## src/rtl/up5bit_counter_pkg.sv

```systemverilog
// Shared constants and helpers for the dual up-counter block.
package up5bit_counter_pkg;

    localparam int unsigned DEFAULT_WIDTH = 5;

    // Terminal-count pattern for a counter of the given width (width <= 16).
    function automatic logic [15:0] all_ones(input int unsigned width);
        return 16'((32'd1 << width) - 32'd1);
    endfunction

endpackage

```

## src/rtl/up5bit_counter_dual_if.sv

```systemverilog
// Bundle of the tick strobe and the two counter outputs/terminal counts.
interface up5bit_counter_dual_if #(
    parameter int unsigned WIDTH = up5bit_counter_pkg::DEFAULT_WIDTH
) ();

    logic             tick1;
    logic [WIDTH-1:0] out0;
    logic [WIDTH-1:0] out1;
    logic             tc0;
    logic             tc1;

    modport master (
        output tick1,
        input  out0,
        input  out1,
        input  tc0,
        input  tc1
    );

    modport slave (
        input  tick1,
        output out0,
        output out1,
        output tc0,
        output tc1
    );

endinterface

```

## src/rtl/up5bit_counter_dual_up_counter.sv

```systemverilog
// Enabled WIDTH-bit up-counter with async active-high reset and wrap pulse.
module up_counter
    import up5bit_counter_pkg::*;
#(
    parameter int unsigned WIDTH = DEFAULT_WIDTH
) (
    input  logic             clk,
    input  logic             rst,
    input  logic             en,
    output logic [WIDTH-1:0] q,
    output logic             tc
);

    localparam logic [WIDTH-1:0] MaxCount = WIDTH'(all_ones(WIDTH));

    logic [WIDTH-1:0] q_q;
    logic [WIDTH-1:0] q_d;

    always_comb begin
        q_d = q_q;
        if (en) begin
            q_d = q_q + WIDTH'(1);
        end
    end

    always_ff @(posedge clk or posedge rst) begin
        if (rst) begin
            q_q <= '0;
        end else begin
            q_q <= q_d;
        end
    end

    // Gated by rst so the pulse drops the instant reset asserts.
    always_comb begin
        q  = q_q;
        tc = (q_q == MaxCount) & en & ~rst;
    end

endmodule

```

## src/rtl/up5bit_counter_dual.sv

```systemverilog
// Two independent up-counters: counter 0 every clk0, counter 1 on tick1 advances.
// Define TICK1_SYNC_EDGE_EN to treat tick1 as an async level (sync + rising-edge detect).
module up5bit_counter_dual
    import up5bit_counter_pkg::*;
#(
    parameter int unsigned WIDTH = DEFAULT_WIDTH
) (
    input  logic                       clk0,
    input  logic                       reset,
    up5bit_counter_dual_if.slave       bus
);

    logic adv1;

`ifdef TICK1_SYNC_EDGE_EN
    logic sync1_q, sync1_d;
    logic sync2_q, sync2_d;
    logic hist_q,  hist_d;

    always_comb begin
        sync1_d = bus.tick1;
        sync2_d = sync1_q;
        hist_d  = sync2_q;
    end

    always_ff @(posedge clk0 or posedge reset) begin
        if (reset) begin
            sync1_q <= 1'b0;
            sync2_q <= 1'b0;
            hist_q  <= 1'b0;
        end else begin
            sync1_q <= sync1_d;
            sync2_q <= sync2_d;
            hist_q  <= hist_d;
        end
    end

    // One advance per synchronized rising edge of tick1.
    assign adv1 = sync2_q & ~hist_q;
`else
    assign adv1 = bus.tick1;
`endif

    up_counter #(
        .WIDTH (WIDTH)
    ) u_cnt0 (
        .clk (clk0),
        .rst (reset),
        .en  (1'b1),
        .q   (bus.out0),
        .tc  (bus.tc0)
    );

    up_counter #(
        .WIDTH (WIDTH)
    ) u_cnt1 (
        .clk (clk0),
        .rst (reset),
        .en  (adv1),
        .q   (bus.out1),
        .tc  (bus.tc1)
    );

endmodule

```

## src/flat_wrapper.sv

```systemverilog
// flat-port wrapper written by rule: the top's interface ports become plain ports
module up5bit_counter_dual_flat import up5bit_counter_pkg::*;
#(
    parameter int unsigned WIDTH = DEFAULT_WIDTH
)
  (clk0, reset, bus_tick1, bus_out0, bus_out1, bus_tc0, bus_tc1);
  up5bit_counter_dual_if #(.WIDTH(WIDTH)) bus_i ();
  input  logic clk0;
  input  logic reset;
  input wire logic [$bits(bus_i.tick1)-1:0] bus_tick1;
  output wire logic [$bits(bus_i.out0)-1:0] bus_out0;
  output wire logic [$bits(bus_i.out1)-1:0] bus_out1;
  output wire logic [$bits(bus_i.tc0)-1:0] bus_tc0;
  output wire logic [$bits(bus_i.tc1)-1:0] bus_tc1;
  assign bus_i.tick1 = bus_tick1;
  assign bus_out0 = bus_i.out0;
  assign bus_out1 = bus_i.out1;
  assign bus_tc0 = bus_i.tc0;
  assign bus_tc1 = bus_i.tc1;
  up5bit_counter_dual #(.WIDTH(WIDTH)) u_core (.clk0(clk0), .reset(reset), .bus(bus_i));
endmodule
```

## config.mk

```make
export PLATFORM = sky130hd
export DESIGN_NAME = up5bit_counter_dual_flat
export DESIGN_NICKNAME = d
export VERILOG_FILES = /design/src/rtl/up5bit_counter_pkg.sv /design/src/rtl/up5bit_counter_dual_if.sv /design/src/rtl/up5bit_counter_dual_up_counter.sv /design/src/rtl/up5bit_counter_dual.sv /design/src/flat_wrapper.sv
export SDC_FILE = /design/constraint.sdc
export NUM_CORES = 1
export LEC_CHECK = 0
export BUFFER_PORTS_ARGS = -buffer_cell sky130_fd_sc_hd__buf_4
export CAP_MARGIN = 15
export CORE_AREA = 8 8 45 47
export DETAILED_ROUTE_END_ITERATION = 16
export DIE_AREA = 0 0 53 55
export GPL_TIMING_DRIVEN = 1
export PLACE_DENSITY = 0.54
export SETUP_SLACK_MARGIN = 0.1
export SLEW_MARGIN = 0
export SYNTH_ARGS = -nofsm -noshare
export SYNTH_HDL_FRONTEND = slang
export SYNTH_SLANG_ARGS = --single-unit
export TNS_END_PERCENT = 100
```

## constraint.sdc

```tcl
create_clock -name clk0 -period 2.1 [get_ports clk0]
set_input_delay 0.63 -clock clk0 [delete_from_list [all_inputs] [get_ports clk0]]
set_output_delay 0.63 -clock clk0 [all_outputs]
set_load 0.1 [all_outputs]
```

Word level (Yosys, flattened, before mapping)
Cells that the tools add are included.

Bits of input ports: 3. Output and inout port bits: 12. Flip-flop bits (word level): 10. Logic and storage cells: 10.

$add $sub $neg: 2. Bitwise logic cells: 4. Equality and inequality tests: 2.

Operators by type and width (count): $add 5x1->5 const B (2); $eq 5x5->1 const B (2); $and 1x1->1 (3); $not 1->1 (1).

Depth between registers and ports, before layout
Gate-level depths: netlist (run 1).

Depth after elaboration: 3. Depth in mapped cells: 4. Depth with buffers taken out: 4.

By module
A second synthesis (run 1) with hierarchy kept.

Cells, all modules: 35. Area total of the unflattened synthesis: 456.7 µm².

Modules (own cells, without submodules): up_counter (times used 2, area an instance 226.5 µm², seq. area each 125.1 µm², cells each 17); up5bit_counter_dual (times used 1, area an instance 3.8 µm², seq. area each 0.0 µm², cells each 1).

Least setup slack after synthesis (run 1)
OpenSTA, ideal clock, no wires.

Path kind: reg2out. Start point: register u_core.u_cnt0.q_q[0], in the netlist u_core.u_cnt0.q[0]. End point: output bus_tc0. Arrival time: 2881 ps. Path buffers: 0. Required time: 1470 ps. Stages on the path, launching flop included: 5. Path slack: -1411 ps. Cells stage by stage: dfrtp_1 > ha_1 > and3_1 > ha_1 > nor2b_1.

Word-level cells in the longest chain between the ends: 2.

Ends and longest elaborated chain: start, declared (line up5bit_counter_dual_up_counter.sv:16) `logic [WIDTH-1:0] q_q;`; start signal, assigned (line up5bit_counter_dual_up_counter.sv:30) `q_q <= q_d;`; $eq 5x5->1 (line up5bit_counter_dual_up_counter.sv:37) `tc = (q_q == MaxCount) & en & ~rst;`; $and 1x1->1 (line up5bit_counter_dual_up_counter.sv:37); end, declared (line flat_wrapper.sv:13) `output wire logic [$bits(bus_i.tc0)-1:0] bus_tc0;`.

Every way passes these cells.

Worst setup path after layout (run 1)
Start point: register u_core.u_cnt1.q_q[1], in the netlist u_core.u_cnt1.q[1]. End point: output bus_tc1.

Word-level cells in the longest chain between the ends: 3.

Ends and longest elaborated chain: start, declared (line up5bit_counter_dual_up_counter.sv:16); start signal, assigned (line up5bit_counter_dual_up_counter.sv:30); $eq 5x5->1 (line up5bit_counter_dual_up_counter.sv:37); $and 1x1->1 (2 in series) (line up5bit_counter_dual_up_counter.sv:37); end, declared (line flat_wrapper.sv:14) `output wire logic [$bits(bus_i.tc1)-1:0] bus_tc1;`.

Every way passes these cells.

==> impl_table.tex, run 1 <==
\begin{tabular}{lr}
\hline
Metric & Value \\
\hline
\multicolumn{2}{l}{\textbf{Status}} \\
\quad Outcome & complete, but fails checks \\
\quad Violated checks & negative setup slack \\
\multicolumn{2}{l}{\textbf{Drt}} \\
\quad Routed Antenna Nets & 0 \\
\quad Detail-routed net length per standard cell & 13.1 um \\
\quad Number of optimization iterations in the first detailed-route pass & 2 \\
\quad Post-route DRC violation count & 0 \\
\quad Final wirelength & between 900 and 1000 um \\
\quad Average vias per placed instance & roughly 4.4 \\
\quad Violation count after the first detailed-routing iteration & 1 \\
\quad Vias after detailed routing & around 310 \\
\multicolumn{2}{l}{\textbf{Worst setup path}} \\
\quad Class of the most critical setup path & reg2out \\
\quad Top delay family on crit path & flip-flops \\
\quad Crit. End Element & primary output \\
\quad Cell with the biggest individual delay on the critical path & sky130\_fd\_sc\_hd\_\_dfrtp\_4 \\
\quad Biggest cell delay along the critical path & between 0.4 and 0.5 ns \\
\quad CP arrival & 1.55 ns \\
\quad Chain of cells forming the critical path & ha\_4 -> and3\_4 -> ha\_4 -> and3\_4 -> buf\_12 \\
\quad Largest fanout on the critical path & 2 \\
\quad Endpoint required time on the critical path & $\sim$1.5 ns \\
\quad Worst Setup Start Kind & flip-flop \\
\quad WP buf/inv & 1 \\
\multicolumn{2}{l}{\textbf{Yosys}} \\
\quad Count of flip-flops with a built-in enable after synthesis & 0 \\
\quad Post-synthesis instance total & 30 \\
\quad Total number of yosys warnings & 0 \\
\quad Post-synthesis area per instance & between 10 and 15 um2 \\
\quad Flip-flop cell with the highest count after synthesis & sky130\_fd\_sc\_hd\_\_dfrtp\_1 \\
\quad Synth cell types & 11 \\
\quad Synth cell count leaders & sky130\_fd\_sc\_hd\_\_dfrtp\_1 (10), sky130\_fd\_sc\_hd\_\_ha\_1 (4), sky130\_fd\_sc\_hd\_\_and3\_1 (3), sky130\_fd\_sc\_hd\_\_xnor2\_1 (3) \\
\quad Top cells by area in the synthesized netlist & sky130\_fd\_sc\_hd\_\_dfrtp\_1 (60\%), sky130\_fd\_sc\_hd\_\_ha\_1 (12\%), sky130\_fd\_sc\_hd\_\_xnor2\_1 (6.2\%), sky130\_fd\_sc\_hd\_\_mux2\_1 (5.4\%), sky130\_fd\_sc\_hd\_\_and3\_1 (4.5\%) \\
\quad Portion of the post-synthesis area used by sequential elements & approximately 60\% \\
\quad Syn\_nets & 37 \\
\quad Most instantiated library cell after synthesis & sky130\_fd\_sc\_hd\_\_dfrtp\_1 \\
\quad Mapped Area & $\sim$420 um2 \\
\quad Post-synthesis async set-or-reset flop share & between 90\% and 100\% \\
\quad Cell taking the most area after synthesis & sky130\_fd\_sc\_hd\_\_dfrtp\_1 \\
\quad Area share of the leading cell type in the synthesized netlist & about three fifths \\
\quad Post-synthesis sequential element count & 10 \\
\multicolumn{2}{l}{\textbf{Floorplan}} \\
\quad Die ar. & 2920 um2 \\
\quad Core area & between 1000 and 1500 um2 \\
\quad I/O Pins & 15 \\
\quad Die Span Y & between 50 and 60 um \\
\quad Initial Util & a little under a third \\
\quad Number of cell rows & 14 \\
\quad Floorplan die width & about 53 um \\
\multicolumn{2}{l}{\textbf{STA}} \\
\quad Shortest clock period the worst path allows after layout & 2.18 ns \\
\quad Period Utilization, post-route & 104\% \\
\quad Skew final & 0.00169 ns \\
\quad Slew @ Worst Pin & 0.281 ns \\
\quad Final Hold Slack & slightly below 0.4 ns \\
\quad RSZ-0062 raised after global routing & yes \\
\quad Relative slew slack & between 80 and 90\% \\
\quad Final Setup Violations & 2 \\
\quad Endpoints failing hold & 0 \\
\quad Achievable frequency & around 460 MHz \\
\quad Final TNS setup & -0.122 ns \\
\quad Setup ws final & -0.0773 ns \\
\quad Number of slew-limit violations in the final report & 0 \\
\multicolumn{2}{l}{\textbf{Final layout}} \\
\quad Share of layout cells above drive strength 1 & 79.6\% \\
\quad Number of nets in the layout & between 60 and 70 \\
\quad Area growth from synthesis to layout & 77.7\% \\
\quad Number of diodes added for antenna fixing & 0 \\
\quad Final instance area & 747 um2 \\
\quad Fill count & around 120 \\
\quad Area of combinational cells with multiple inputs & approximately 240 um2 \\
\quad Footprint of the flip-flops and latches & between 200 and 300 um2 \\
\multicolumn{2}{l}{\textbf{Global route}} \\
\quad GRT overflow & 0 \\
\quad Pin count of the biggest net entering global routing & 11 \\
\quad Global routing usage summed across all routing layers & a little over 7\% \\
\quad Number of antenna violations at the first check in global routing & 0 \\
\quad Global-route wire length before repair & 1570 um \\
\quad Via count of the first global-routing pass & around 350 \\
\multicolumn{2}{l}{\textbf{Pwr}} \\
\quad Total design power & roughly 1.1 mW \\
\quad Static power due to leakage & between 0.3 and 0.4 nW \\
\quad Power density over the cells & around 1500 nW/um2 \\
\quad Max rail drop VDD & roughly 1.3 mV \\
\multicolumn{2}{l}{\textbf{Clock tree}} \\
\quad Clock-pin slew on the worst setup and hold paths & roughly 0.07 ns \\
\quad TritonCTS clock tree & done \\
\quad Level count of the clock H-tree & 1 \\
\quad Number of clock buffers inserted by TritonCTS & 3 \\
\quad Number of clock sinks & 10 \\
\quad Clock root buffer & sky130\_fd\_sc\_hd\_\_clkbuf\_4 \\
\quad Insertion delay of the later-clocked pin in the worst-skew pair & around 0.26 ns \\
\quad Maximum root-to-sink buffer count & 2 \\
\quad Hold buffers post-CTS & 0 \\
\multicolumn{2}{l}{\textbf{Placement}} \\
\quad Dpl ws & 0.112 ns \\
\quad Final Wtd Congestion & 0.643 \\
\quad Cell area after placement & 613 um2 \\
\quad Count of input and output buffers & 14 \\
\multicolumn{2}{l}{\textbf{Hold path}} \\
\quad Path class of the lowest-slack min-delay path & in2async \\
\multicolumn{2}{l}{\textbf{Flow run}} \\
\quad Max Cap Viol & 0 \\
\hline
\end{tabular}
[final timing paths]
check	from	end	slack, ns	cells past startpoint
max	u_core.u_cnt1.q[1]	bus_tc1	-0.08	5
min reg2reg	u_core.u_cnt0.q[3]	u_core.u_cnt0.q[3]	0.49	1
max reg2reg	u_core.u_cnt1.q[1]	u_core.u_cnt1.q[4]	0.67	4
min	reset	u_core.u_cnt1.q[4]	0.39	3
min in group clk0	u_core.u_cnt0.q[3]	u_core.u_cnt0.q[3]	0.49	1
max in group asynchronous	reset	u_core.u_cnt0.q[0]	1.55	3
[layout make-up]
cell class / count / area share (%)
clock buffer: 4 / 4.86
inverter: 2 / 1.01
sequential: 10 / 36.5
multi-input combinational: 18 / 31.5
tap: 16 / 2.68
timing repair buffer: 20 / 23.5
[registers in the layout, indices dropped and copies added, names as in the netlist]
register and flops:
u_core.u_cnt1.q 5, u_core.u_cnt0.q 5
[tightest hold or removal path, stage by stage]
cell                    delay, ns
sky130_fd_sc_hd__buf_4       0.12
sky130_fd_sc_hd__inv_1       0.07
sky130_fd_sc_hd__buf_4       0.18
[where the power goes]
group	leakage [nW]	total, mW	internal (mW)	switching (mW)
Sequential	0.109	0.320	0.263	0.0574
Combinational	0.202	0.624	0.164	0.459
Clock	0.0210	0.171	0.105	0.0664
[timing repair]
| action | in CTS | in global routing |
|---|---|---|
| resized for setup | 12 | 0 |
| setup endpoints to repair | 2 | 2 |
| pin swaps | 2 | 2 |
| setup buffers | 5 | 0 |
| endpoints found under the hold margin | 0 | 0 |
[metrics by stage]
step / utilization, % / std cells
after floorplan: - / 30
after global placement: 44.3 / 61
after detailed placement: 44.3 / 61
after CTS: 54.0 / 70
after global routing: 54.0 / 70
final: 54.0 / 70
[layout by cell type, fill, tap and decap left out]
| master | count |
|---|---|
| sky130_fd_sc_hd__nand3_1 | 1 |
| sky130_fd_sc_hd__and3_4 | 3 |
| sky130_fd_sc_hd__dfrtp_2 | 6 |
| sky130_fd_sc_hd__xor2_1 | 2 |
| sky130_fd_sc_hd__mux2_1 | 2 |
| sky130_fd_sc_hd__dfrtp_4 | 4 |
| sky130_fd_sc_hd__nand2_1 | 1 |
| sky130_fd_sc_hd__clkbuf_4 | 3 |
| sky130_fd_sc_hd__nand4_2 | 1 |
| sky130_fd_sc_hd__clkbuf_8 | 1 |
| sky130_fd_sc_hd__buf_4 | 18 |
| sky130_fd_sc_hd__buf_12 | 2 |
| sky130_fd_sc_hd__xnor2_1 | 3 |
| sky130_fd_sc_hd__nor2b_4 | 1 |
| sky130_fd_sc_hd__inv_1 | 2 |
| sky130_fd_sc_hd__ha_4 | 4 |
[cells by family after synthesis]
family | after synthesis | synth area share, %
xor+xnor | 5 | 10.4
fa+ha+maj | 4 | 11.9
buf+inv | 2 | 1.79
flops | 10 | 59.5
mux | 2 | 5.36
simple gates | 7 | 11.0
[per-layer routing]
| layer | GRT usage [%] | routed length [um] | vias to the layer above |
|---|---|---|---|
| li1 | - | - | 150 |
| met1 | 7.28 | 362 | 155 |
| met2 | 13.1 | 491 | 6 |
| met3 | 2.67 | 65 | 0 |
| met4 | 2.59 | 0 | 0 |
| met5 | 0 | 0 | - |
No activity file was read; power rests on OpenSTA's default activity.
==> inputs of run 2 (changes only) <==
==> constraint.sdc (replaced) <==
create_clock -name clk0 -period 2.1 [get_ports clk0]
set_input_delay 0.63 -clock clk0 [delete_from_list [all_inputs] [get_ports clk0]]
set_output_delay 0.63 -clock clk0 [all_outputs]
set_load 0.02 [all_outputs]
==> run 2 against run 1 <==
  * The run now ends clean
  * Total power down 32%
  * Combinational power down 46%
  * First-iteration DRC count rose to 4.0 times the previous value
  * Critical endpoint unchanged
==> impl_table.tex, run 2 (same netlist as run 1, synthesis figures left out) <==
\begin{tabular}{lr}
\hline
Metric & Value \\
\hline
\multicolumn{2}{l}{\textbf{Clock tree}} \\
\quad TritonCTS clock tree & done (unchanged) \\
\quad Number of clock buffers inserted by TritonCTS & 3 (unchanged) \\
\quad Clock root buffer & sky130\_fd\_sc\_hd\_\_clkbuf\_4 (unchanged) \\
\quad Clock-pin slew on the worst setup and hold paths & 0.06 ns (was 0.07 ns) \\
\quad Level count of the clock H-tree & 1 (unchanged) \\
\quad Maximum root-to-sink buffer count & 2 (unchanged) \\
\quad Number of clock sinks & 10 (unchanged) \\
\quad Insertion delay of the later-clocked pin in the worst-skew pair & 0.25 ns (was 0.26 ns) \\
\multicolumn{2}{l}{\textbf{Worst setup path}} \\
\quad Crit. End Element & primary output (unchanged) \\
\quad Largest fanout on the critical path & 2 (unchanged) \\
\quad Class of the most critical setup path & reg2out (unchanged) \\
\quad CP arrival & 1.44 ns (was 1.55 ns) \\
\quad Worst Setup Start Kind & flip-flop (unchanged) \\
\quad Endpoint required time on the critical path & 1.47 ns (about the same) \\
\quad Cell with the biggest individual delay on the critical path & sky130\_fd\_sc\_hd\_\_dfrtp\_1 (was sky130\_fd\_sc\_hd\_\_dfrtp\_4) \\
\quad Chain of cells forming the critical path & ha\_2 -> and3\_4 -> ha\_4 -> and3\_4 -> buf\_6 (was ha\_4 -> and3\_4 -> ha\_4 -> and3\_4 -> buf\_12) \\
\quad Biggest cell delay along the critical path & 0.38 ns (was 0.49 ns) \\
\quad Critical Path Most Common Cell & sky130\_fd\_sc\_hd\_\_and3\_4 \\
\multicolumn{2}{l}{\textbf{Pwr}} \\
\quad Max rail drop VDD & 0.554 mV (was 1.25 mV) \\
\quad Power density over the cells & 1080 nW/um2 (was 1490 nW/um2) \\
\quad Static power due to leakage & 0.347 nW (was 0.332 nW) \\
\multicolumn{2}{l}{\textbf{STA}} \\
\quad Shortest clock period the worst path allows after layout & 2.07 ns (was 2.18 ns) \\
\quad Final TNS setup & 0 ns (was -0.122 ns) \\
\quad Slew @ Worst Pin & 0.176 ns (was 0.281 ns) \\
\quad Achievable frequency & 484 MHz (was 459 MHz) \\
\quad Skew final & 0.000113 ns (was 0.00169 ns) \\
\quad Relative slew slack & 88.3\% (was 81.4\%) \\
\quad Period Utilization, post-route & 98.4\% (was 104\%) \\
\quad Final Setup Violations & 0 (was 2) \\
\quad Number of slew-limit violations in the final report & 0 (unchanged) \\
\quad Endpoints failing hold & 0 (unchanged) \\
\quad RSZ-0062 raised after global routing & yes (unchanged) \\
\multicolumn{2}{l}{\textbf{Final layout}} \\
\quad Fill count & 130 (was 124) \\
\quad Footprint of the flip-flops and latches & 250 um2 (was 273 um2) \\
\quad Share of layout cells above drive strength 1 & 63.2\% (was 79.6\%) \\
\quad Area of combinational cells with multiple inputs & 210 um2 (was 235 um2) \\
\quad Number of diodes added for antenna fixing & 0 (unchanged) \\
\quad Commonest non-fill, non-tap cell in the layout & sky130\_fd\_sc\_hd\_\_buf\_4 (unchanged) \\
\quad Count of non-filler cells in the finished layout & 73 (was 70) \\
\quad Number of nets in the layout & 66 (was 62) \\
\quad Area growth from synthesis to layout & 66.1\% (was 77.7\%) \\
\quad Commonest cells after routing, fill and taps aside & sky130\_fd\_sc\_hd\_\_buf\_4 (22), sky130\_fd\_sc\_hd\_\_dfrtp\_1 (10), sky130\_fd\_sc\_hd\_\_xnor2\_1 (3), sky130\_fd\_sc\_hd\_\_and3\_4 (3), sky130\_fd\_sc\_hd\_\_clkbuf\_4 (3) (was sky130\_fd\_sc\_hd\_\_buf\_4 (18), sky130\_fd\_sc\_hd\_\_dfrtp\_2 (6), sky130\_fd\_sc\_hd\_\_ha\_4 (4), sky130\_fd\_sc\_hd\_\_dfrtp\_4 (4)) \\
\quad Final instance area & 698 um2 (was 747 um2) \\
\multicolumn{2}{l}{\textbf{Drt}} \\
\quad Violation count after the first detailed-routing iteration & 4 (was 1) \\
\quad Post-route DRC violation count & 0 (unchanged) \\
\quad Routed Antenna Nets & 0 (unchanged) \\
\quad Vias after detailed routing & 318 (was 311) \\
\quad Number of optimization iterations in the first detailed-route pass & 2 (unchanged) \\
\quad Average vias per placed instance & 4.36 (was 4.44) \\
\quad Final wirelength & 953 um (was 919 um) \\
\quad Detail-routed net length per standard cell & 13.1 um (about the same) \\
\multicolumn{2}{l}{\textbf{Global route}} \\
\quad Global routing usage summed across all routing layers & 7.13\% (was 7.15\%) \\
\quad Met3 global-route usage & 2.94\% (was 2.67\%) \\
\quad Busiest layer in global routing & met2 (unchanged) \\
\quad GRT met2 Usage & 12.9\% (was 13.1\%) \\
\quad Global-route wire length before repair & 1450 um (was 1570 um) \\
\quad GRT overflow & 0 (unchanged) \\
\quad Number of antenna violations at the first check in global routing & 0 (unchanged) \\
\quad Pin count of the biggest net entering global routing & 11 (unchanged) \\
\quad Via count of the first global-routing pass & 336 (was 347) \\
\quad Met1 usage in global routing & 5.80\% (was 7.28\%) \\
\multicolumn{2}{l}{\textbf{Floorplan}} \\
\quad Core area & 1380 um2 (unchanged) \\
\quad Initial Util & 30.4\% (unchanged) \\
\quad Die Span Y & 55 um (unchanged) \\
\quad Floorplan die width & 53 um (unchanged) \\
\quad I/O Pins & 15 (unchanged) \\
\quad Die ar. & 2920 um2 (unchanged) \\
\quad Number of cell rows & 14 (unchanged) \\
\multicolumn{2}{l}{\textbf{Placement}} \\
\quad Detailed placer's ending HPWL & between 600 and 700 um \\
\quad Final Wtd Congestion & 0.692 (was 0.643) \\
\quad Total placed cells including tap cells & 61 (unchanged) \\
\quad Cell area after placement & 553 um2 (was 613 um2) \\
\quad Count of input and output buffers & 14 (unchanged) \\
\multicolumn{2}{l}{\textbf{Status}} \\
\quad Outcome & complete, no violations (was complete, but fails checks) \\
\multicolumn{2}{l}{\textbf{Flow run}} \\
\quad Max Cap Viol & 0 (unchanged) \\
\multicolumn{2}{l}{\textbf{Hold path}} \\
\quad Path class of the lowest-slack min-delay path & in2async (unchanged) \\
\hline
\end{tabular}
run 2: changes by cell type in the layout (fill, tap and decap cells not counted):
cell | before | now
sky130_fd_sc_hd__buf_12 | 2 | 0
sky130_fd_sc_hd__buf_4 | 18 | 22
sky130_fd_sc_hd__buf_6 | 0 | 2
sky130_fd_sc_hd__clkbuf_8 | 1 | 0
sky130_fd_sc_hd__dfrtp_1 | 0 | 10
sky130_fd_sc_hd__dfrtp_2 | 6 | 0
sky130_fd_sc_hd__dfrtp_4 | 4 | 0
sky130_fd_sc_hd__ha_2 | 0 | 2
sky130_fd_sc_hd__ha_4 | 4 | 2
sky130_fd_sc_hd__nor2b_2 | 0 | 1
sky130_fd_sc_hd__nor2b_4 | 1 | 0
run 2: per-stage QoR:
stage          hold WS, ns  worst slack (ns)  util [%]  total power, mW
2_1_floorplan        0.475             0.187         -            0.434
3_3_place_gp         0.462             0.193      40.0            0.536
3_5_place_dp         0.475             0.141      40.0            0.553
4_1_cts              0.389            0.0248      47.8            0.728
5_1_grt              0.415           -0.0225      50.5            0.806
6_report             0.391            0.0327      50.5            0.755
run 2: what timing repair did:
item / in CTS / in global routing
buffers inserted: 5 / 4
setup endpoints to repair: 2 / 2
resized for setup: 10 / 2
hold buffers: 0 / 0
pin swaps: 3 / 2
run 2: path summary, 6_finish.rpt:
path / startpoint / to / slack, ns / cells after the start
min in group clk0: u_core.u_cnt1.q[3] / u_core.u_cnt1.q[3] / 0.50 / 1
min reg2reg: u_core.u_cnt1.q[3] / u_core.u_cnt1.q[3] / 0.50 / 1
max reg2reg: u_core.u_cnt1.q[0] / u_core.u_cnt1.q[4] / 0.74 / 4
max in group asynchronous: reset / u_core.u_cnt1.q[0] / 1.57 / 3
max: u_core.u_cnt1.q[0] / bus_tc1 / 0.03 / 5
min: reset / u_core.u_cnt0.q[2] / 0.39 / 3
run 2: worst max-delay path, delay by kind of cell (launching register included):
family | cells | cell delay [ns]
buf+inv | 1 | 0.12
fa+ha+maj | 2 | 0.33
flops | 1 | 0.38
simple gates | 2 | 0.34
run 2: metal layers:
metal  part of all wire, %  up-vias
li1                      -      154
met1                    36      158
met2                    58        6
met3                   5.4        0
met4                     0        0
met5                     0        -
run 2: where the power goes:
| group | leakage (nW) | switching, mW | internal, mW |
|---|---|---|---|
| registers | 0.120 | 0.0498 | 0.244 |
| clock network | 0.0138 | 0.0583 | 0.0658 |
| logic | 0.213 | 0.156 | 0.182 |
| total | 0.347 | 0.264 | 0.491 |
run 2: layout make-up:
| class | instances | area share [%] |
|---|---|---|
| Sequential cell | 10 | 35.8 |
| Clock buffer | 3 | 3.23 |
| Timing Repair Buffer | 24 | 26.9 |
| Multi-Input combinational cell | 18 | 30.1 |
| Inverter | 2 | 1.08 |
| Tap cell | 16 | 2.87 |
==> inputs of run 3 (changes only) <==
--- a/config.mk
+++ b/config.mk
@@ -13,7 +13,7 @@
 export GPL_TIMING_DRIVEN = 1
 export PLACE_DENSITY = 0.54
 export SETUP_SLACK_MARGIN = 0.1
-export SLEW_MARGIN = 0
+export SLEW_MARGIN = 20
 export SYNTH_ARGS = -nofsm -noshare
 export SYNTH_HDL_FRONTEND = slang
 export SYNTH_SLANG_ARGS = --single-unit
==> constraint.sdc (replaced) <==
create_clock -name clk0 -period 2.1 [get_ports clk0]
set_input_delay 0.63 -clock clk0 [delete_from_list [all_inputs] [get_ports clk0]]
set_output_delay 0.63 -clock clk0 [all_outputs]
set_load 0.05 [all_outputs]
==> run 3 against run 2 <==
  * The flow now finishes with violations (negative setup slack)
  * Worst hold slack worse by 0.0024 ns
  * Clock power up 15%
  * Register-to-register slack about the same
  * Flip-flop and latch count did not move
  * Worst setup slack got worse by 0.065 ns
  * Non-clock buffer count shrank 3
  * First-iteration DRC count shrank 25%
  * Critical path depth is the same
  * Combinational power increased by 28%
  * Core utilization is 1.4 points higher
  * Clock skew hardly changed
  * Via count increased by 1.3%
==> impl_table.tex, run 3 (same netlist as run 1, synthesis figures left out) <==
\begin{tabular}{lr}
\hline
Metric & Value \\
\hline
\multicolumn{2}{l}{\textbf{Hold path}} \\
\quad Path class of the lowest-slack min-delay path & in2async (unchanged) \\
\multicolumn{2}{l}{\textbf{Worst setup path}} \\
\quad Largest fanout on the critical path & 2 (unchanged) \\
\quad Worst reg2reg endpoint & u\_core.u\_cnt1.q[4] (unchanged) \\
\quad WP buf/inv & 1 (unchanged) \\
\quad Crit. End Element & primary output (unchanged) \\
\quad Chain of cells forming the critical path & ha\_4 -> and3\_4 -> ha\_4 -> and3\_4 -> buf\_8 (was ha\_2 -> and3\_4 -> ha\_4 -> and3\_4 -> buf\_6) \\
\quad Biggest cell delay along the critical path & 0.43 ns (was 0.38 ns) \\
\quad Worst Setup Start Kind & flip-flop (unchanged) \\
\quad R2R cell count & 4 (unchanged) \\
\quad CP arrival & 1.50 ns (was 1.44 ns) \\
\quad Worst R2R Setup Slack & 0.74 ns (about the same) \\
\quad Startpoint of the most critical register-to-register path & u\_core.u\_cnt1.q[1] (was u\_core.u\_cnt1.q[0]) \\
\quad Top delay family on crit path & flip-flops (unchanged) \\
\quad Cell with the biggest individual delay on the critical path & sky130\_fd\_sc\_hd\_\_dfrtp\_2 (was sky130\_fd\_sc\_hd\_\_dfrtp\_1) \\
\quad Class of the most critical setup path & reg2out (unchanged) \\
\quad Endpoint required time on the critical path & 1.47 ns (about the same) \\
\multicolumn{2}{l}{\textbf{Drt}} \\
\quad Detail-routed net length per standard cell & 13.9 um (was 13.1 um) \\
\quad Final wirelength & 990 um (was 953 um) \\
\quad Violation count after the first detailed-routing iteration & 3 (was 4) \\
\quad Post-route DRC violation count & 0 (unchanged) \\
\quad Average vias per placed instance & 4.54 (was 4.36) \\
\quad Routed Antenna Nets & 0 (unchanged) \\
\quad Vias after detailed routing & 322 (was 318) \\
\quad Number of optimization iterations in the first detailed-route pass & 3 (was 2) \\
\multicolumn{2}{l}{\textbf{STA}} \\
\quad Skew final & 0.000157 ns (was 0.000113 ns) \\
\quad Final TNS setup & -0.0326 ns (was 0 ns) \\
\quad Achievable frequency & 469 MHz (was 484 MHz) \\
\quad Number of slew-limit violations in the final report & 0 (unchanged) \\
\quad Final Hold Slack & 0.388 ns (was 0.391 ns) \\
\quad Period Utilization, post-route & 102\% (was 98.4\%) \\
\quad Shortest clock period the worst path allows after layout & 2.13 ns (was 2.07 ns) \\
\quad Slew @ Worst Pin & 0.151 ns (was 0.176 ns) \\
\quad Endpoints failing hold & 0 (unchanged) \\
\quad Relative slew slack & 89.8\% (was 88.3\%) \\
\quad RSZ-0062 raised after global routing & yes (unchanged) \\
\quad Setup ws final & -0.0326 ns (was 0.0327 ns) \\
\quad Final Setup Violations & 1 (was 0) \\
\multicolumn{2}{l}{\textbf{Clock tree}} \\
\quad Insertion delay of the later-clocked pin in the worst-skew pair & 0.26 ns (was 0.25 ns) \\
\quad Level count of the clock H-tree & 1 (unchanged) \\
\quad Number of clock buffers inserted by TritonCTS & 3 (unchanged) \\
\quad Clock root buffer & sky130\_fd\_sc\_hd\_\_clkbuf\_4 (unchanged) \\
\quad TritonCTS clock tree & done (unchanged) \\
\quad Number of clock sinks & 10 (unchanged) \\
\quad Maximum root-to-sink buffer count & 2 (unchanged) \\
\quad Clock-pin slew on the worst setup and hold paths & 0.07 ns (was 0.06 ns) \\
\multicolumn{2}{l}{\textbf{Final layout}} \\
\quad Area growth from synthesis to layout & 70.8\% (was 66.1\%) \\
\quad Share of layout cells above drive strength 1 & 69.1\% (was 63.2\%) \\
\quad Number of diodes added for antenna fixing & 0 (unchanged) \\
\quad Commonest cells after routing, fill and taps aside & sky130\_fd\_sc\_hd\_\_buf\_4 (19), sky130\_fd\_sc\_hd\_\_dfrtp\_2 (5), sky130\_fd\_sc\_hd\_\_dfrtp\_1 (5) (was sky130\_fd\_sc\_hd\_\_buf\_4 (22), sky130\_fd\_sc\_hd\_\_dfrtp\_1 (10), sky130\_fd\_sc\_hd\_\_xnor2\_1 (3), sky130\_fd\_sc\_hd\_\_and3\_4 (3), sky130\_fd\_sc\_hd\_\_clkbuf\_4 (3)) \\
\quad Commonest non-fill, non-tap cell in the layout & sky130\_fd\_sc\_hd\_\_buf\_4 (unchanged) \\
\quad Number of nets in the layout & 63 (was 66) \\
\multicolumn{2}{l}{\textbf{Floorplan}} \\
\quad Die Span Y & 55 um (unchanged) \\
\quad Initial Util & 30.4\% (unchanged) \\
\quad Number of cell rows & 14 (unchanged) \\
\quad Core area & 1380 um2 (unchanged) \\
\quad Floorplan die width & 53 um (unchanged) \\
\quad I/O Pins & 15 (unchanged) \\
\quad Die ar. & 2920 um2 (unchanged) \\
\multicolumn{2}{l}{\textbf{Placement}} \\
\quad Count of input and output buffers & 14 (unchanged) \\
\quad Final Wtd Congestion & 0.718 (was 0.692) \\
\multicolumn{2}{l}{\textbf{Pwr}} \\
\quad Max rail drop VDD & 0.835 mV (was 0.554 mV) \\
\quad Static power due to leakage & 0.335 nW (was 0.347 nW) \\
\quad Power density over the cells & 1230 nW/um2 (was 1080 nW/um2) \\
\multicolumn{2}{l}{\textbf{Global route}} \\
\quad Number of antenna violations at the first check in global routing & 0 (unchanged) \\
\quad Via count of the first global-routing pass & 359 (was 336) \\
\quad GRT overflow & 0 (unchanged) \\
\quad Global routing usage summed across all routing layers & 7.67\% (was 7.13\%) \\
\quad Global-route wire length before repair & 1570 um (was 1450 um) \\
\quad Pin count of the biggest net entering global routing & 11 (unchanged) \\
\multicolumn{2}{l}{\textbf{Flow run}} \\
\quad Max Cap Viol & 0 (unchanged) \\
\multicolumn{2}{l}{\textbf{Status}} \\
\quad Violated checks & negative setup slack \\
\quad Outcome & complete, but fails checks (was complete, no violations) \\
\hline
\end{tabular}
[run 3: cell count changes in the layout (fill, tap and decap cells not counted), sizes merged]
cell    previous run  this run
buf               24        21
clkbuf             3         4
[run 3: power breakdown]
group          internal (mW)  leakage, nW  switching, mW  total, mW
Sequential             0.250        0.115         0.0594      0.309
Combinational          0.165        0.205          0.265      0.430
Clock                 0.0735       0.0150         0.0686      0.142
Total                  0.489        0.335          0.393      0.882
[run 3: routing by layer]
layer  routed length [um]  global-route usage (%)  up-vias
met3                   81                    2.94        3
li1                     -                       -      152
met5                    0                       0        -
met4                   29                    7.76        0
met2                  548                    13.3        9
met1                  329                    6.56      158
[run 3: worst min-delay path, stage by stage]
cell	delay (ns)
sky130_fd_sc_hd__buf_4	0.12
sky130_fd_sc_hd__inv_1	0.07
sky130_fd_sc_hd__buf_4	0.19
[run 3: how the worst max path moves through the flow]
| stage | slack (ns) | to | startpoint | depth (start not counted) |
|---|---|---|---|---|
| 6_report | -0.03 | bus_tc1 | u_core.u_cnt1.q[1] | 5 |
| 2_1_floorplan | 0.13 | bus_tc0 | u_core.u_cnt0.q[0] | 4 |
| 3_5_place_dp | 0.13 | bus_tc1 | u_core.u_cnt1.q[0] | 5 |
| 4_1_cts | -0.03 | bus_tc1 | u_core.u_cnt1.q[1] | 5 |
| 5_1_grt | -0.07 | bus_tc1 | u_core.u_cnt1.q[1] | 5 |
| 3_3_place_gp | 0.16 | bus_tc1 | u_core.u_cnt1.q[0] | 5 |
[run 3: repair_timing]
action / 4_1_cts / 5_1_grt
hold buffers: 0 / 0
endpoints found under the setup margin: 2 / 2
buffers inserted: 5 / 1
resized for setup: 14 / 0
pin swaps: 2 / 1
[run 3: final cells by class]
class	count	area (um2)
clock buffer	4	26.3
fill	124	666
inverter	2	7.51
multi-input combinational	18	235
sequential	10	256
tap	16	20.0
timing repair buffer	21	173
[run 3: metrics by stage]
stage               std cells  total power [mW]  instance area, um2  setup WS, ns  util [%]
CTS                        70             0.885                 711       -0.0292      51.4
floorplan                  30             0.556                 439         0.133         -
detailed placement         61             0.678                 572         0.134      41.3
finish                     71             0.882                 718       -0.0326      51.9
global route               71             0.932                 718       -0.0658      51.9
global placement           61             0.663                 572         0.159      41.3
